**src/rtl/axis_pkt_fifo.sv**
```systemverilog
// AXI-Stream packet FIFO: store-and-forward by default, falling back to cut-through
// when a single packet is larger than the storage and would otherwise deadlock.
module axis_pkt_fifo #(
   parameter int unsigned DATA_WIDTH = 32,
   parameter int unsigned DEPTH      = 16
) (
   input  logic                    axis_aclk,
   input  logic                    axis_areset,
   input  logic [DATA_WIDTH-1:0]   s_axis_tdata,
   input  logic                    s_axis_tvalid,
   output logic                    s_axis_tready,
   input  logic                    s_axis_tlast,
   output logic [DATA_WIDTH-1:0]   m_axis_tdata,
   output logic                    m_axis_tvalid,
   input  logic                    m_axis_tready,
   output logic                    m_axis_tlast,
   output logic [$clog2(DEPTH):0]  level,
   output logic [$clog2(DEPTH):0]  pkt_count,
   output logic                    oversize
);

   localparam int unsigned AW = $clog2(DEPTH);
   localparam int unsigned LW = AW + 1;
   localparam int unsigned MW = DATA_WIDTH + 1;

   typedef enum logic {ST_STORE, ST_PASS} state_t;

   state_t          state;
   logic [AW:0]     wr_ptr;
   logic [AW:0]     rd_ptr;
   logic [MW-1:0]   mem [DEPTH];

   logic            wr_en;
   logic            rd_en;
   logic            wr_eop;
   logic            rd_eop;

   assign s_axis_tready = (level != LW'(DEPTH));
   assign m_axis_tvalid = (state == ST_PASS) ? (level != '0) : (pkt_count != '0);
   assign {m_axis_tlast, m_axis_tdata} = mem[rd_ptr[AW-1:0]];

   assign wr_en  = s_axis_tvalid & s_axis_tready;
   assign rd_en  = m_axis_tvalid & m_axis_tready;
   assign wr_eop = wr_en & s_axis_tlast;
   assign rd_eop = rd_en & m_axis_tlast;

   // Storage array carries tlast alongside data and is intentionally not reset.
   always_ff @(posedge axis_aclk) begin
      if (wr_en) begin
         mem[wr_ptr[AW-1:0]] <= {s_axis_tlast, s_axis_tdata};
      end
   end

   always_ff @(posedge axis_aclk) begin
      if (axis_areset) begin
         wr_ptr    <= '0;
         rd_ptr    <= '0;
         level     <= '0;
         pkt_count <= '0;
         state     <= ST_STORE;
         oversize  <= 1'b0;
      end else begin
         if (wr_en) begin
            wr_ptr <= wr_ptr + LW'(1);
         end
         if (rd_en) begin
            rd_ptr <= rd_ptr + LW'(1);
         end
         level     <= level + LW'(wr_en) - LW'(rd_en);
         pkt_count <= pkt_count + LW'(wr_eop) - LW'(rd_eop);
         oversize  <= 1'b0;

         // A full FIFO holding no complete packet can only drain by cutting through.
         case (state)
            ST_STORE: begin
               if ((level == LW'(DEPTH)) && (pkt_count == '0)) begin
                  state    <= ST_PASS;
                  oversize <= 1'b1;
               end
            end
            ST_PASS: begin
               if (rd_eop) begin
                  state <= ST_STORE;
               end
            end
         endcase
      end
   end

endmodule

```
**config.mk**
```make
export PLATFORM = sky130hd
export DESIGN_NAME = axis_pkt_fifo
export DESIGN_NICKNAME = d
export VERILOG_FILES = /design/src/rtl/axis_pkt_fifo.sv
export SDC_FILE = /design/constraint.sdc
export NUM_CORES = 1
export LEC_CHECK = 0
export CORE_AREA = 3 3 234 236
export CTS_CLUSTER_SIZE = 28
export DETAILED_ROUTE_END_ITERATION = 16
export DIE_AREA = 0 0 237 239
export PLACE_DENSITY = 0.53
export SLEW_MARGIN = 15
export SYNTH_ARGS = -nofsm -noshare
export SYNTH_HDL_FRONTEND = slang
export SYNTH_SLANG_ARGS = --single-unit
```
**constraint.sdc**
```tcl
create_clock -name axis_aclk -period 8.7 [get_ports axis_aclk]
set_input_delay 2.175 -clock axis_aclk [delete_from_list [all_inputs] [get_ports axis_aclk]]
set_output_delay 2.175 -clock axis_aclk [all_outputs]
set_load 0.05 [all_outputs]
```
==> results of run 1 <==
==> cell type report <==
| class | instances | area share |
|---|---|---|
| sequential | 552 | 0.6627 |
| inverter | 17 | 0.002587 |
| antenna | 2 | 0.0002029 |
| clock inverter | 26 | 0.01045 |
| clock buffer | 76 | 0.06284 |
| timing repair buffer | 104 | 0.04098 |
| tap | 688 | 0.03490 |
| multi-input combinational | 273 | 0.1853 |
==> flip-flops by register name, indices dropped and copies added, names as in the netlist, named ones only <==
signal     count
oversize       1
mem          528
rd_ptr         4
pkt_count      5
state          1
level          5
wr_ptr         4
==> cells in the final DEF (no fill, tap or decap), drive strengths merged, types with 3 or more instances in the layout <==
cell / netlist / final
inv: 17 / 18
ha: 17 / 17
dfxtp: 24 / 24
buf: 28 / 22
clkinvlp: 0 / 3
xor2: 5 / 5
nor3: 5 / 5
o21ai: 4 / 4
mux4: 164 / 164
nand3: 3 / 3
edfxtp: 528 / 528
nand2: 8 / 8
nor2: 24 / 24
xnor2: 5 / 5
clkbuf: 14 / 76
a21oi: 9 / 9
nor2b: 6 / 6
or3: 4 / 4
bufinv: 0 / 5
clkdlybuf4s50: 0 / 82
mux2i: 4 / 4
clkinv: 0 / 17
==> kinds of logic (layout without fill, tap and decap cells) <==
| logic type | after synthesis | in the layout | share of synthesized area |
|---|---|---|---|
| buffers and inverters | 59 | 223 | 0.01429 |
| DFF | 552 | 552 | 0.7742 |
| xor gates and xnor gates | 10 | 10 | 0.004151 |
| AOI/OAI and AO/OA | 18 | 18 | 0.005041 |
| other | 0 | 2 | 0 |
| and+or+nand+nor | 58 | 58 | 0.01334 |
| muxes | 168 | 168 | 0.1770 |
| adders and majority gates | 19 | 19 | 0.01198 |
==> routing by layer <==
metal | share of wire | up-vias | GRT usage
met5 | 0 | - | 0
met1 | 0.46 | 5124 | 0.2358
met2 | 0.48 | 184 | 0.2579
met4 | 0.017 | 0 | 0.03592
li1 | - | 3989 | -
met3 | 0.042 | 57 | 0.03265
==> worst min path at each step <==
stage | startpoint | endpoint | slack (ns) | depth (start not counted)
floorplan | rd_ptr[3] | register | 0.46 | 2
global placement | rd_ptr[3] | register | 0.47 | 2
detailed placement | rd_ptr[2] | register | 0.50 | 2
CTS | rd_ptr[2] | register | 0.51 | 2
global route | rd_ptr[2] | register | 0.53 | 2
finish | rd_ptr[2] | register | 0.50 | 2
==> tightest hold or removal path: stages, from the launching register on <==
cell and delay [ns]:
dfxtp_1 0.31, o21ai_0 0.07, a21oi_1 0.07
==> through the flow <==
| stage | cell area [um^2] | hold slack, ns | setup slack, ns |
|---|---|---|---|
| after floorplan | 21100 | 0.4591 | 3.325 |
| after global placement | 22860 | 0.4720 | 3.089 |
| after detailed placement | 22860 | 0.4963 | 3.086 |
| after CTS | 24660 | 0.5066 | 2.409 |
| after global routing | 24660 | 0.5298 | 2.271 |
| final | 24670 | 0.5014 | 2.567 |
==> power by group through the flow <==
stage	Combinational, mW	Clock (mW)	Sequential [mW]
floorplan	1.41	0	3.16
global placement	1.88	0	3.17
detailed placement	1.89	0	3.17
CTS	1.89	2.43	3.12
global route	1.98	2.54	3.13
finish	1.85	2.36	3.11
==> reports/metrics.cfg, run 1 <==
[run_status]
outcome = complete, no violations

[synthesis]
synthArstFlopShare = 0
synth_top_area_frac = 0.7515
synth_area_um2 = 21100
ys_seq_area_frac = 0.7742
syn_avg_cell_area_um2 = 23.87
synth_common_cells = 528 x edfxtp_1, 164 x mux4_2, 24 x dfxtp_1, 24 x nor2_1
synth_edf_count = 528
post-synth-top-count-cell = edfxtp_1
syn_nets = 940
synthFlopType = edfxtp_1
synth.area.top_cells = edfxtp_1 75%, mux4_2 18%, dfxtp_1 2.3%
ys_warn_count = 0
synth_cells = 884
ys_ff_latch = 552
synth_cell_types = 31
yosys.area.top_type = edfxtp_1

[final_layout]
nNetsFinal = 1061
regArea_um2 = 16350
final_layout_size_suffix_gt1_frac = 0.2719
multi_input_area_um2 = 4572
layout.cells.non_filler = 1738
fill_cells = 4286
syn_to_final_growth_pct = 16.92
utilization = 0.4685

[power_and_ir_drop]
pwr-share-comb = 0.253
leakage_nw = 7.546
power_density_nw_per_um2 = 297.0
intPower_mw = 5.268
sequentialPowerShare = 0.425
switching_share = 0.2811
power.net_switching_mw = 2.060
max-vdd-ir-drop_uv = 198.3
pwr-share-clk = 0.322
finalPower_mw = 7.328

[cts]
cts.sinks = 552
cts_inserted_buffers = 57
holdBufCountCts = 0
ctsResizeCount = 0
clockBufferDepth = 3
clk_pin_slew_ns = 0.06
h-tree-depth = 2
cts-root-buf = clkbuf_16
post_cts_buffers = 0
clk_latency_ns = 0.60
cts_tree = built

[grt]
antenna_found_initial = 2
grt_pass1_wl_mm = 67.30
grt_pass1_vias = 9899
gr-total-overflow = 0
grt_max_degree = 114
grt_usage = 0.1626

[placement]
port_buffers = 82
gp_congestion = 0.6803
numPlacedInstances = 1634
dpl.hpwl_mm = 21.61

[drt]
dr_total_vias = 9354
drcViolationCount = 0
wl_per_cell_um = 26.10
routed_via_density = 5.382
drtIter0Drc = 648
wl_mm = 45.37
drt_pass1_iterations = 5
drt.antenna.violating_nets = 0

[timing]
rsz0062_at_grt = no
worstMarginPinSlew_ns = 0.9786
setup_violations = 0
finalSetupTns_ns = 0
finalMaxSlewViolations = 0
fin_crit_ns = 6.133
finalHoldViolCount = 0
finClkSkew_ns = 0.01976
fin_crit_sh = 0.7049
max_freq_ghz = 0.1631
slew_headroom = 0.3476

[critical_path]
rrSetupSlack_ns = 4.37
critPathCapture = m_axis_tdata[9]
cp_top_family = buffers and inverters
cp-end-kind = primary output
crit_path_max_fanout = 36
slowest_stage = dfxtp_4
worstPathRequired_ns = 6.53
path_cells = buf_4 > mux4_2 > mux4_2 > clkdlybuf4s50_1
critical_path_class = reg -> out
cp-start-kind = register
critical_path_depth = 4
crit_path_frequent_cell = mux4_2
reg2reg_depth = 13
reg2reg_to = pkt_count[4]
critPathBufInv = 2
slowest_delay_ns = 0.79
arrival_ns = 3.96

[hold_path]
hp-class = reg -> reg

[run]
maxCapViolCount = 0

[floorplan]
rows = 84
num_io_pins = 83
die_y_um = 239
start_util = 0.4007
coreArea_um2 = 52660
die-area_um2 = 56640
die_x_um = 237

Power figures use the tool's default switching activity.
==> run 2: changes to the inputs <==
PLACE_DENSITY = 0.55   (was 0.53)
clock period = 5.36 ns   (was 8.7 ns; I/O delays follow)
==> reports/metrics.cfg, run 2 (synthesis gave the netlist of run 1 again) <==
[drt]
met1_length_mm = 20.37  ; was 20.74 mm
dr_total_vias = 9330  ; was 9354
wl_mm = 44.54  ; was 45.37 mm
wl_met2_mm = 21.39  ; was 21.93 mm
drt.antenna.violating_nets = 0  ; unchanged
drtIter0Drc = 851  ; was 648
wl_per_cell_um = 25.45  ; was 26.10 um
dr_wl_met3_mm = 1.931  ; was 1.912 mm
routed_via_density = 5.331  ; was 5.382
routed.top_layer = met5  ; was met4
drt_pass1_iterations = 5  ; unchanged
drcViolationCount = 0  ; unchanged

[placement]
dpl.hpwl_mm = 23.76  ; was 21.61 mm
port_buffers = 82  ; unchanged
gp_congestion = 0.6825  ; was 0.6803
post-place-ws_ns = 1.048  ; was 3.086 ns
numPlacedInstances = 1643  ; was 1634

[critical_path]
cp-end-kind = primary output  ; unchanged
crit_path_max_fanout = 28  ; was 36
critical_path_class = reg -> out  ; unchanged
cp-start-kind = register  ; unchanged
reg2reg_to = pkt_count[4]  ; unchanged
arrival_ns = 3.52  ; was 3.96 ns
rrSetupSlack_ns = 1.58  ; was 4.37 ns
reg2reg_depth = 12  ; was 13
worstPathRequired_ns = 4.02  ; was 6.53 ns

[grt]
grt_pass1_vias = 10070  ; was 9899
grt_max_degree = 70  ; was 114
antenna_found_initial = 1  ; was 2
gr-total-overflow = 0  ; unchanged
grt_pass1_wl_mm = 66.91  ; was 67.30 mm
grt_usage = 0.1608  ; was 0.1626

[hold_path]
hp-start = rd_ptr[3]  ; was rd_ptr[2]
min_path_cells = 2  ; unchanged
hp-class = reg -> reg  ; unchanged

[timing]
finClkSkew_ns = 0.01868  ; was 0.01976 ns
finalSetupTns_ns = 0  ; unchanged
layout_setup_ws_ns = 0.4982  ; was 2.567 ns
rsz0062_at_grt = no  ; unchanged
finalHoldWorstSlack_ns = 0.5156  ; was 0.5014 ns
slew_headroom = 0.3910  ; was 0.3476
finalMaxSlewViolations = 0  ; unchanged
worstMarginPinSlew_ns = 0.9114  ; was 0.9786 ns
setup_violations = 0  ; unchanged
fin_crit_sh = 0.9071
finalHoldViolCount = 0  ; unchanged
fin_crit_ns = 4.862
max_freq_ghz = 0.2057

[power_and_ir_drop]
leakage_nw = 7.627  ; was 7.546 nW
power_density_nw_per_um2 = 482.6  ; was 297.0 nW/um^2
max-vdd-ir-drop_uv = 305.9  ; was 198.3 uV

[final_layout]
final_common_cell = edfxtp_1  ; unchanged
final_cell_mix = 528 x edfxtp_1, 164 x mux4_2, 82 x clkdlybuf4s50_1, 59 x clkbuf_16, 22 x buf_4  ; was 528 x edfxtp_1, 164 x mux4_2, 82 x clkdlybuf4s50_1, 59 x clkbuf_16
syn_to_final_growth_pct = 17.78  ; was 16.92%
diodes = 0  ; was 2
regArea_um2 = 16350  ; unchanged
layout.cells.non_filler = 1750  ; was 1738
largest_register_ffs = 528  ; unchanged
nNetsFinal = 1071  ; was 1061
final_layout_size_suffix_gt1_frac = 0.2768  ; was 0.2719
fill_cells = 4269  ; was 4286
multi_input_area_um2 = 4572  ; unchanged

[run_status]
outcome = complete, no violations  ; unchanged

[floorplan]
start_util = 0.4007  ; unchanged
coreArea_um2 = 52660  ; unchanged
num_io_pins = 83  ; unchanged
die_x_um = 237  ; unchanged
die-area_um2 = 56640  ; unchanged
die_y_um = 239  ; unchanged
rows = 84  ; unchanged

[cts]
ctsResizeCount = 0  ; unchanged
h-tree-depth = 2  ; unchanged
clk_latency_ns = 0.61  ; was 0.60 ns
clk_pin_slew_ns = 0.06  ; about the same
cts_tree = built  ; unchanged
cts.sinks = 552  ; unchanged
clockBufferDepth = 3  ; unchanged
cts_inserted_buffers = 58  ; was 57
cts-root-buf = clkbuf_16  ; unchanged
holdBufCountCts = 0  ; unchanged
post_cts_buffers = 0  ; unchanged

[run]
maxCapViolCount = 0  ; unchanged

-- run 2: cell count changes in the layout (fill, tap and decap cells not counted), sizes merged --
cell	change
clkinv	+11
buf	+9
clkbuf	-5
diode	-2
inv	-1
-- run 2: layout make-up --
class	count	share of cell area
Sequential cell	552	0.6578
Clock buffer	71	0.06122
Clock inverter	36	0.01284
Inverter	17	0.002568
Multi-Input combinational cell	273	0.1840
Tap cell	688	0.03464
Timing Repair Buffer	113	0.04692
-- run 2: power by group --
part | leakage (nW) | switching, mW | total, mW | internal [mW]
sequential | 4.97 | 0.158 | 5.06 | 4.90
combinational | 1.77 | 1.62 | 3.07 | 1.45
clock | 0.891 | 1.62 | 3.87 | 2.25
total | 7.63 | 3.40 | 12.0 | 8.59
-- run 2: worst max-delay path by stage --
| stage | end | slack, ns | from |
|---|---|---|---|
| global route | m_axis_tdata[9] | 0.30 | register |
| global placement | m_axis_tdata[10] | 1.06 | register |
| detailed placement | m_axis_tdata[9] | 1.05 | register |
| finish | m_axis_tdata[9] | 0.50 | register |
| CTS | m_axis_tdata[9] | 0.39 | register |
| floorplan | mem[0][0] | 0.57 | level[2] |
-- run 2: through the flow --
step	utilization	total power [mW]	instance area (um^2)
after global routing	0.4720	12.53	24850
final	0.4720	11.99	24850
after detailed placement	0.4370	8.284	23010
after CTS	0.4720	12.17	24850
after global placement	0.4370	8.266	23010
after floorplan	-	7.409	21100
-- run 2: critical path: stages, from the launching register on --
cell,delay (ns)
dfxtp_4,0.75
buf_12,0.33
mux4_2,0.53
mux4_2,0.53
clkdlybuf4s50_1,0.73
-- run 2: metal layers --
layer,up-vias,GRT usage
li1,4022,-
met1,5037,0.2319
met2,205,0.2555
met3,64,0.02861
met4,2,0.04306
met5,-,0
==> run 3: changes to the inputs <==
CTS_CLUSTER_SIZE = 40   (was 28)
SLEW_MARGIN = 20   (was 15)
==> results of run 3 <==
The final DEF is identical to that of run 2; final timing and power are the same.
